$ cat src/rtl/instruction_fetch.sv
// Instruction fetch unit: a single-outstanding-request fetcher feeding a
// 2-entry {instruction, pc} buffer, with branch redirect and stale-ack draining.
module instruction_fetch #(
  parameter int instructionWidth = 32,
  parameter int addrWidth        = 16,
  parameter int RESET_PC         = 0,
  parameter int PC_STEP          = 1
) (
  input  logic                        clk,
  input  logic                        clear,
  output logic                        memReq,
  output logic [addrWidth-1:0]        memAddr,
  input  logic                        memAck,
  input  logic [instructionWidth-1:0] memData,
  output logic [instructionWidth-1:0] instrOut,
  output logic [addrWidth-1:0]        instrPc,
  output logic                        instrValid,
  input  logic                        irWrite,
  input  logic                        branchTaken,
  input  logic [addrWidth-1:0]        branchTarget
);

  typedef enum logic [1:0] {IDLE, FETCH, WAIT_SPACE, DRAIN} state_t;

  typedef struct packed {
    logic [instructionWidth-1:0] instr;
    logic [addrWidth-1:0]        pc;
  } entry_t;

  state_t                 state;
  entry_t [1:0]           fifo;
  logic [1:0]             count;
  logic [addrWidth-1:0]   fetch_pc;
  logic [addrWidth-1:0]   req_addr;
  logic                   mem_req;

  logic                   pop;
  logic                   push;
  logic [1:0]             cnt_pop;
  logic [1:0]             cnt_next;
  logic [addrWidth-1:0]   pc_next;

  // Redirects take priority: a branch cycle neither pops nor pushes.
  assign pop      = irWrite && (count != 2'd0) && !branchTaken;
  assign push     = (state == FETCH) && memAck && !branchTaken;
  assign cnt_pop  = count - {1'b0, pop};
  assign cnt_next = cnt_pop + {1'b0, push};
  assign pc_next  = fetch_pc + addrWidth'(PC_STEP);

  always_ff @(posedge clk) begin
    if (!clear) begin
      state    <= IDLE;
      count    <= 2'd0;
      fifo     <= '0;
      fetch_pc <= addrWidth'(RESET_PC);
      req_addr <= addrWidth'(RESET_PC);
      mem_req  <= 1'b0;
    end else if (branchTaken) begin
      count    <= 2'd0;
      fetch_pc <= branchTarget;
      mem_req  <= 1'b1;
      // An unanswered request must still be retired before redirecting.
      if ((state == FETCH || state == DRAIN) && !memAck) begin
        state <= DRAIN;
      end else begin
        state    <= FETCH;
        req_addr <= branchTarget;
      end
    end else begin
      if (pop) fifo[0] <= fifo[1];
      if (push) begin
        if (cnt_pop == 2'd0) fifo[0] <= entry_t'{instr: memData, pc: fetch_pc};
        else                 fifo[1] <= entry_t'{instr: memData, pc: fetch_pc};
      end
      count <= cnt_next;
      case (state)
        IDLE: begin
          state    <= FETCH;
          mem_req  <= 1'b1;
          req_addr <= fetch_pc;
        end
        FETCH: begin
          if (memAck) begin
            fetch_pc <= pc_next;
            req_addr <= pc_next;
            if (cnt_next == 2'd2) begin
              state   <= WAIT_SPACE;
              mem_req <= 1'b0;
            end
          end
        end
        WAIT_SPACE: begin
          if (pop) begin
            state    <= FETCH;
            mem_req  <= 1'b1;
            req_addr <= fetch_pc;
          end
        end
        DRAIN: begin
          if (memAck) begin
            state    <= FETCH;
            req_addr <= fetch_pc;
          end
        end
        default: state <= IDLE;
      endcase
    end
  end

  assign memReq     = mem_req;
  assign memAddr    = req_addr;
  assign instrValid = (count != 2'd0);
  assign instrOut   = instrValid ? fifo[0].instr : '0;
  assign instrPc    = instrValid ? fifo[0].pc    : '0;

endmodule

$ cat config.mk
export PLATFORM = sky130hd
export DESIGN_NAME = instruction_fetch
export DESIGN_NICKNAME = d
export VERILOG_FILES = /design/src/rtl/instruction_fetch.sv
export SDC_FILE = /design/constraint.sdc
export NUM_CORES = 1
export LEC_CHECK = 0
export CORE_UTILIZATION = 52
export DETAILED_ROUTE_END_ITERATION = 8
export PLACE_DENSITY_LB_ADDON = 0.05
export SLEW_MARGIN = 20
export SYNTH_ARGS = -nofsm -noshare
export SYNTH_HDL_FRONTEND = slang
export SYNTH_SLANG_ARGS = --single-unit
$ cat constraint.sdc
create_clock -name clk -period 3.17 [get_ports clk]
set_input_delay 0.317 -clock clk [delete_from_list [all_inputs] [get_ports clk]]
set_output_delay 0.317 -clock clk [all_outputs]
set_load 0.02 [all_outputs]
Word-level counts from Yosys, hierarchy flattened
Cells that the tools add are included.
{"block": "op_classes", "reduce_logical": 20, "mux": 25, "n_eq_ne": 9, "bitwise_logic": 3, "addsub": 3}
{"cell": "2-to-1 mux 48 bit", "count": 3}
{"cell": "2-to-1 mux 16 bit", "count": 8}
{"cell": "case mux 16 bit (4 select lines)", "count": 1}
{"cell": "2-to-1 mux 32 bit", "count": 1}
{"cell": "adder 16 x 1 -> 16 bit (second input constant)", "count": 1}
{"cell": "2-to-1 mux 2 bit", "count": 6}
{"cell": "AND reduction 4 bit", "count": 3}
{"cell": "!= test 3 bit (second input constant)", "count": 3}
{"cell": "case mux 2 bit (4 select lines)", "count": 1}
{"cell": "== test 2 bit (second input constant)", "count": 3}
{"cell": "nonzero test 2 bit", "count": 3}
{"cell": "logical AND 1 bit", "count": 5}
{"cell": "logical NOT 2 bit", "count": 2}
{"cell": "2-to-1 mux 1 bit", "count": 4}
{"cell": "nonzero test 4 bit", "count": 1}
{"cell": "!= test 3 x 2 -> 1 bit (second input constant)", "count": 1}
{"cell": "NOT 1 bit", "count": 3}
{"cell": "case mux 1 bit (3 select lines)", "count": 1}
{"cell": "AND reduction 3 bit", "count": 1}
{"cell": "adder 2 x 1 -> 2 bit", "count": 1}
{"cell": "== test 2 x 1 -> 1 bit (second input constant)", "count": 1}
{"cell": "logical NOT 1 bit", "count": 2}
{"cell": "!= test 2 bit (second input constant)", "count": 1}
{"cell": "AND reduction 2 bit", "count": 1}
{"cell": "other kinds (3)", "count": 3}
{"block": "totals", "inputBits": 53, "elab_cells": 69, "output_inout_bits": 66, "register_bits": 133}

Depth between registers and ports, before layout
{"block": "depth", "word_depth": 10, "mapped_depth": 13, "mapped_depth_nobuf": 9}

Worst setup path before layout
OpenSTA, ideal clock, no wires.
{"block": "synth_timing", "path_type": "register to register", "from": "register count[1]", "to": "register state[0]", "setup_time_ps": 115, "period_less_slack_ps": 2500, "setup_slack_ps": 670, "required_ps": 3055, "arrival_ps": 2384, "stages_incl_launch_ff": 11, "path_buffers": 1, "path_cell_list": "dfxtp_1 > or2_2 > nand3_1 > inv_1 > buf_2 > ha_1 > inv_1 > ha_1 > xor2_1 > or4b_1 > and3_1"}
{"block": "synth_between", "elab_chain_len": 8, "word_cells_on_any_way": 9, "cone_classes": "add/sub: 2; eq/ne: 3; reduce/logical: 4"}
{"item": "start: declaration", "line": "32", "text": "logic [1:0] count;"}
{"item": "start signal: assignment", "line": "75", "text": "count <= cnt_next;"}
{"item": "nonzero test 2 bit", "line": "44", "text": "assign pop = irWrite && (count != 2'd0) && !branchTaken;"}
{"item": "logical AND 1 bit (2 in series)", "line": "44"}
{"item": "subtractor 2 x 1 -> 2 bit", "line": "46", "text": "assign cnt_pop = count - {1'b0, pop};"}
{"item": "adder 2 x 1 -> 2 bit", "line": "47", "text": "assign cnt_next = cnt_pop + {1'b0, push};"}
{"item": "== test 2 bit", "line": "86", "text": "if (cnt_next == 2'd2) begin"}
{"item": "!= test 3 x 2 -> 1 bit (no line)"}
{"item": "AND reduction 4 bit (no line) *"}
{"item": "end signal: assignment", "line": "52", "text": "state <= IDLE;"}
{"item": "end signal: assignment", "line": "87", "text": "state <= WAIT_SPACE;"}
{"item": "end signal: assignment", "line": "94", "text": "state <= FETCH;"}
{"item": "end: declaration", "line": "30", "text": "state_t state;"}
Mark *: on every way between the ends. The rest lies on a longest branch, timed or not.
A chain may end at the register's enable or synchronous reset.

Worst setup path in the final report
{"block": "layout_timing", "from": "register count[1]", "to": "output instrPc[11]"}
{"block": "layout_between", "elab_chain_len": 2}
{"item": "nonzero test 2 bit", "line": "112", "text": "assign instrValid = (count != 2'd0);"}
{"item": "2-to-1 mux 16 bit", "line": "114", "text": "assign instrPc = instrValid ? fifo[0].pc : '0;"}
{"item": "end: declaration", "line": "16", "text": "output logic [addrWidth-1:0] instrPc,"}
No other way between the ends.

==> flow_summary.rst <==
.. list-table::
   :header-rows: 1

   * - Metric
     - Value
   * - Hold buffer count at cts
     - 0
   * - Number of enable flip-flop cells after synthesis
     - 0
   * - CTS tree
     - yes
   * - Syn_area_per_cell
     - 8.03 um^2
   * - Floorplan die area
     - 12700 um^2
   * - Effective utilization at floorplan
     - 53.2%
   * - Final net count
     - 934
   * - Number of buffer cells added on primary ports
     - 118
   * - Primary flip-flop cell chosen by synthesis mapping
     - sky130_fd_sc_hd__dfxtp_1
   * - Number of buffers inserted during clock tree synthesis
     - 17
   * - Library cell with the largest summed area after synthesis
     - sky130_fd_sc_hd__dfxtp_1
   * - Maximum vdd drop
     - 359 uV
   * - CP arrival
     - 2.19 ns
   * - Initial antenna violation count
     - 0
   * - Post-CTS Repair Setup Buffers
     - 0
   * - Remaining antenna violation count after routing
     - 0
   * - Dpl hpwl
     - 10.7 mm
   * - Vias in the first global route
     - 5694
   * - Clock tree skew after final layout
     - 0.00584 ns
   * - CP Max Fanout
     - 49
   * - Worst slack, placed
     - 0.417 ns
   * - Share of the core filled with cells in the final layout
     - 68.5%
   * - Clock period minus worst slack
     - 2.50 ns
   * - Total number of vias
     - 5814
   * - Highest achievable clock rate
     - 0.400 GHz
   * - Fraction of synthesized cell area taken by the top area cell type
     - 41.8%
   * - Number of instances in the synthesized netlist
     - 792
   * - CP startpoint kind
     - register
   * - Routed wire length per instance
     - 16.2 um
   * - Cells taking the most area after synthesis
     - sky130_fd_sc_hd__dfxtp_1 42%, sky130_fd_sc_hd__nand2_1 8.9%, sky130_fd_sc_hd__a21oi_1 6.7%
   * - Top post-synthesis cells by count
     - 151 x sky130_fd_sc_hd__nand2_1, 133 x sky130_fd_sc_hd__dfxtp_1, 85 x sky130_fd_sc_hd__a21oi_1
   * - Final TNS setup
     - 0 ns
   * - Async set or reset register ratio after synthesis
     - 0%
   * - Number of different library cells in the post-synthesis netlist
     - 52
   * - Power density of the placed cells
     - 519 nW/um^2
   * - Data required, critical path
     - 2.85 ns
   * - Pleak
     - 3.05 nW
   * - CTS Buffer Depth
     - 2
   * - Final setup violation count
     - 0
   * - Netlist area before placement
     - 6360 um^2
   * - Cells after DPL
     - 1006
   * - Critical path type
     - register to output pin
   * - R2R Setup Slk
     - 0.70 ns
   * - Run status
     - completed
   * - Vertical extent of the die
     - 113 um
   * - Insertion delay of the later-clocked pin in the worst-skew pair
     - 0.42 ns
   * - Post-route worst setup slack
     - 0.667 ns
   * - Max-slew violation count
     - 0
   * - Register-to-Register Path Depth
     - 10
   * - Clock slew at reported path FFs
     - 0.06 ns
   * - Tot GR Track Use
     - 27.9%
   * - First-iteration detailed-routing DRC count
     - 387
   * - Type of the tightest min-delay check
     - register to register
   * - Layout cell share with drive strength beyond 1
     - 9.09%
   * - Cells resized by post-CTS repair
     - 0
   * - Count of state elements after synthesis
     - 133
   * - Critical path capture point type
     - output pin
   * - Deepest level of the CTS H-tree
     - 4
   * - Hold Violations, Final
     - 0
   * - Number of vias per cell after detailed routing
     - 5.60
   * - Standard-cell row count
     - 40
   * - DRT Wirelength
     - 16.8 mm
   * - Clock tree sinks
     - 133
   * - Syn-to-layout area delta
     - 28.7%
   * - Max-cap viol count
     - 0
   * - Slew of the pin with the lowest slew margin
     - 0.861 ns
   * - Count of boundary I/O pins
     - 119
   * - Antenna diode count
     - 0
   * - Number of warnings issued by yosys
     - 0
   * - Drt pass-1 iters
     - 5
   * - First-pass GRT wire length
     - 28.2 mm
   * - Portion of the post-synthesis area used by sequential elements
     - 41.8%
   * - Final Power
     - 4.25 mW
   * - Relative slew slack
     - 42.6%
   * - Core outline area
     - 12000 um^2
   * - Maximum number of pins on one net before global-route repair
     - 105
   * - Die X
     - 113 um
   * - Final cycle utilization of the critical path
     - 78.9%
   * - Net count after synthesis
     - 848
   * - Count of non-filler cells in the finished layout
     - 1038
   * - Total congestion overflow
     - 0
   * - Cell with the most instances after synthesis
     - sky130_fd_sc_hd__nand2_1
   * - Master cell of the clock root buffer
     - sky130_fd_sc_hd__clkbuf_16
   * - Worst hold path depth
     - 2
   * - Unrepaired setup endpoints after global routing
     - false
   * - DRC Markers
     - 0
   * - Filler cell count
     - 1032
   * - Gp weighted congestion
     - 0.819
==> cell families after synthesis <==
kind of cell | count (synthesis) | share of synthesized area (%)
multiplexers | 34 | 5.57
AND/OR/NAND/NOR | 349 | 27.0
buffers and inverters | 82 | 5.78
flip-flops | 133 | 41.8
AO/OA/AOI/OAI | 162 | 15.2
adder cells (fa/ha/maj) | 3 | 0.590
XOR/XNOR | 29 | 3.99
==> flip-flops by register name, indices dropped and copies added, names as in the netlist <==
signal,flops
fifo,96
fetch_pc,16
memAddr,16
count,2
state,2
memReq,1
==> final timing paths <==
kind / start / end
max: count[1]$_SDFF_PP0_ / instrPc[11]
min: fifo[90]$_SDFFE_PN0P_ / fifo[90]$_SDFFE_PN0P_
max reg2reg: count[1]$_SDFF_PP0_ / fifo[29]$_SDFFE_PN0N_
min reg2reg: fifo[90]$_SDFFE_PN0P_ / fifo[90]$_SDFFE_PN0P_
==> area by class of cell <==
| cell class | instances | area (um^2) | area share (%) |
|---|---|---|---|
| clock inverter | 9 | 125 | 1.53 |
| inverter | 11 | 42.5 | 0.519 |
| clock buffer | 23 | 478 | 5.84 |
| sequential | 133 | 2660 | 32.5 |
| multi-input combinational | 577 | 3350 | 40.9 |
| tap | 147 | 184 | 2.25 |
| timing repair buffer | 138 | 1350 | 16.5 |
==> metal layers <==
metal	vias to the layer above	GRT usage [%]	routed length [um]
met5	-	0	0
met4	0	11.9	364
met3	29	5.08	855
met2	182	47.1	8160
met1	2723	34.9	7410
li1	2880	-	-
==> through the flow <==
stage	area [um^2]	hold WS (ns)
5_1_grt	8190	0.470
6_report	8190	0.453
2_1_floorplan	6360	0.433
4_1_cts	8190	0.454
3_5_place_dp	7580	0.446
3_3_place_gp	7580	0.439
==> report_power, final <==
group,switching [mW],internal (mW)
clock,0.710,1.29
combinational,0.234,0.203
sequential,0.0663,1.74
==> worst max-delay path, cell delays in order (launching register included) <==
cell and delay, ns:
sky130_fd_sc_hd__dfxtp_1 0.36, sky130_fd_sc_hd__or2_2 0.14, sky130_fd_sc_hd__buf_4 0.41, sky130_fd_sc_hd__and2_1 0.24, sky130_fd_sc_hd__clkdlybuf4s50_1 0.62
==> placed cells by master (no fill, tap or decap), types with 2 or more instances in the layout <==
master,Yosys,layout
sky130_fd_sc_hd__nand2b_1,12,11
sky130_fd_sc_hd__nand4_1,8,8
sky130_fd_sc_hd__and4_1,2,2
sky130_fd_sc_hd__o211ai_1,5,5
sky130_fd_sc_hd__o21ai_0,18,18
sky130_fd_sc_hd__mux2_2,11,11
sky130_fd_sc_hd__nor4_1,11,11
sky130_fd_sc_hd__o31ai_1,2,2
sky130_fd_sc_hd__clkbuf_16,0,17
sky130_fd_sc_hd__a31oi_1,5,5
sky130_fd_sc_hd__clkinvlp_4,0,2
sky130_fd_sc_hd__nand3_2,1,2
sky130_fd_sc_hd__nand2_1,151,150
sky130_fd_sc_hd__nor4_2,10,10
sky130_fd_sc_hd__a211oi_1,23,23
sky130_fd_sc_hd__clkinv_2,0,5
sky130_fd_sc_hd__mux2i_1,23,23
sky130_fd_sc_hd__and3_1,4,4
sky130_fd_sc_hd__nand3_1,12,11
sky130_fd_sc_hd__clkbuf_8,0,3
sky130_fd_sc_hd__bufinv_16,0,3
sky130_fd_sc_hd__and2_1,51,51
sky130_fd_sc_hd__a21oi_1,85,85
sky130_fd_sc_hd__xor2_1,10,10
sky130_fd_sc_hd__nand3b_1,2,2
sky130_fd_sc_hd__nor3_1,20,20
sky130_fd_sc_hd__clkbuf_1,37,3
sky130_fd_sc_hd__ha_1,3,3
sky130_fd_sc_hd__buf_4,5,18
sky130_fd_sc_hd__dfxtp_1,133,133
sky130_fd_sc_hd__clkdlybuf4s50_1,0,118
sky130_fd_sc_hd__xnor2_1,19,19
sky130_fd_sc_hd__o211a_1,2,2
sky130_fd_sc_hd__a22oi_1,13,13
sky130_fd_sc_hd__inv_1,9,9
sky130_fd_sc_hd__nor2_1,56,56
Note: power is estimated with default switching activity, not from simulation.
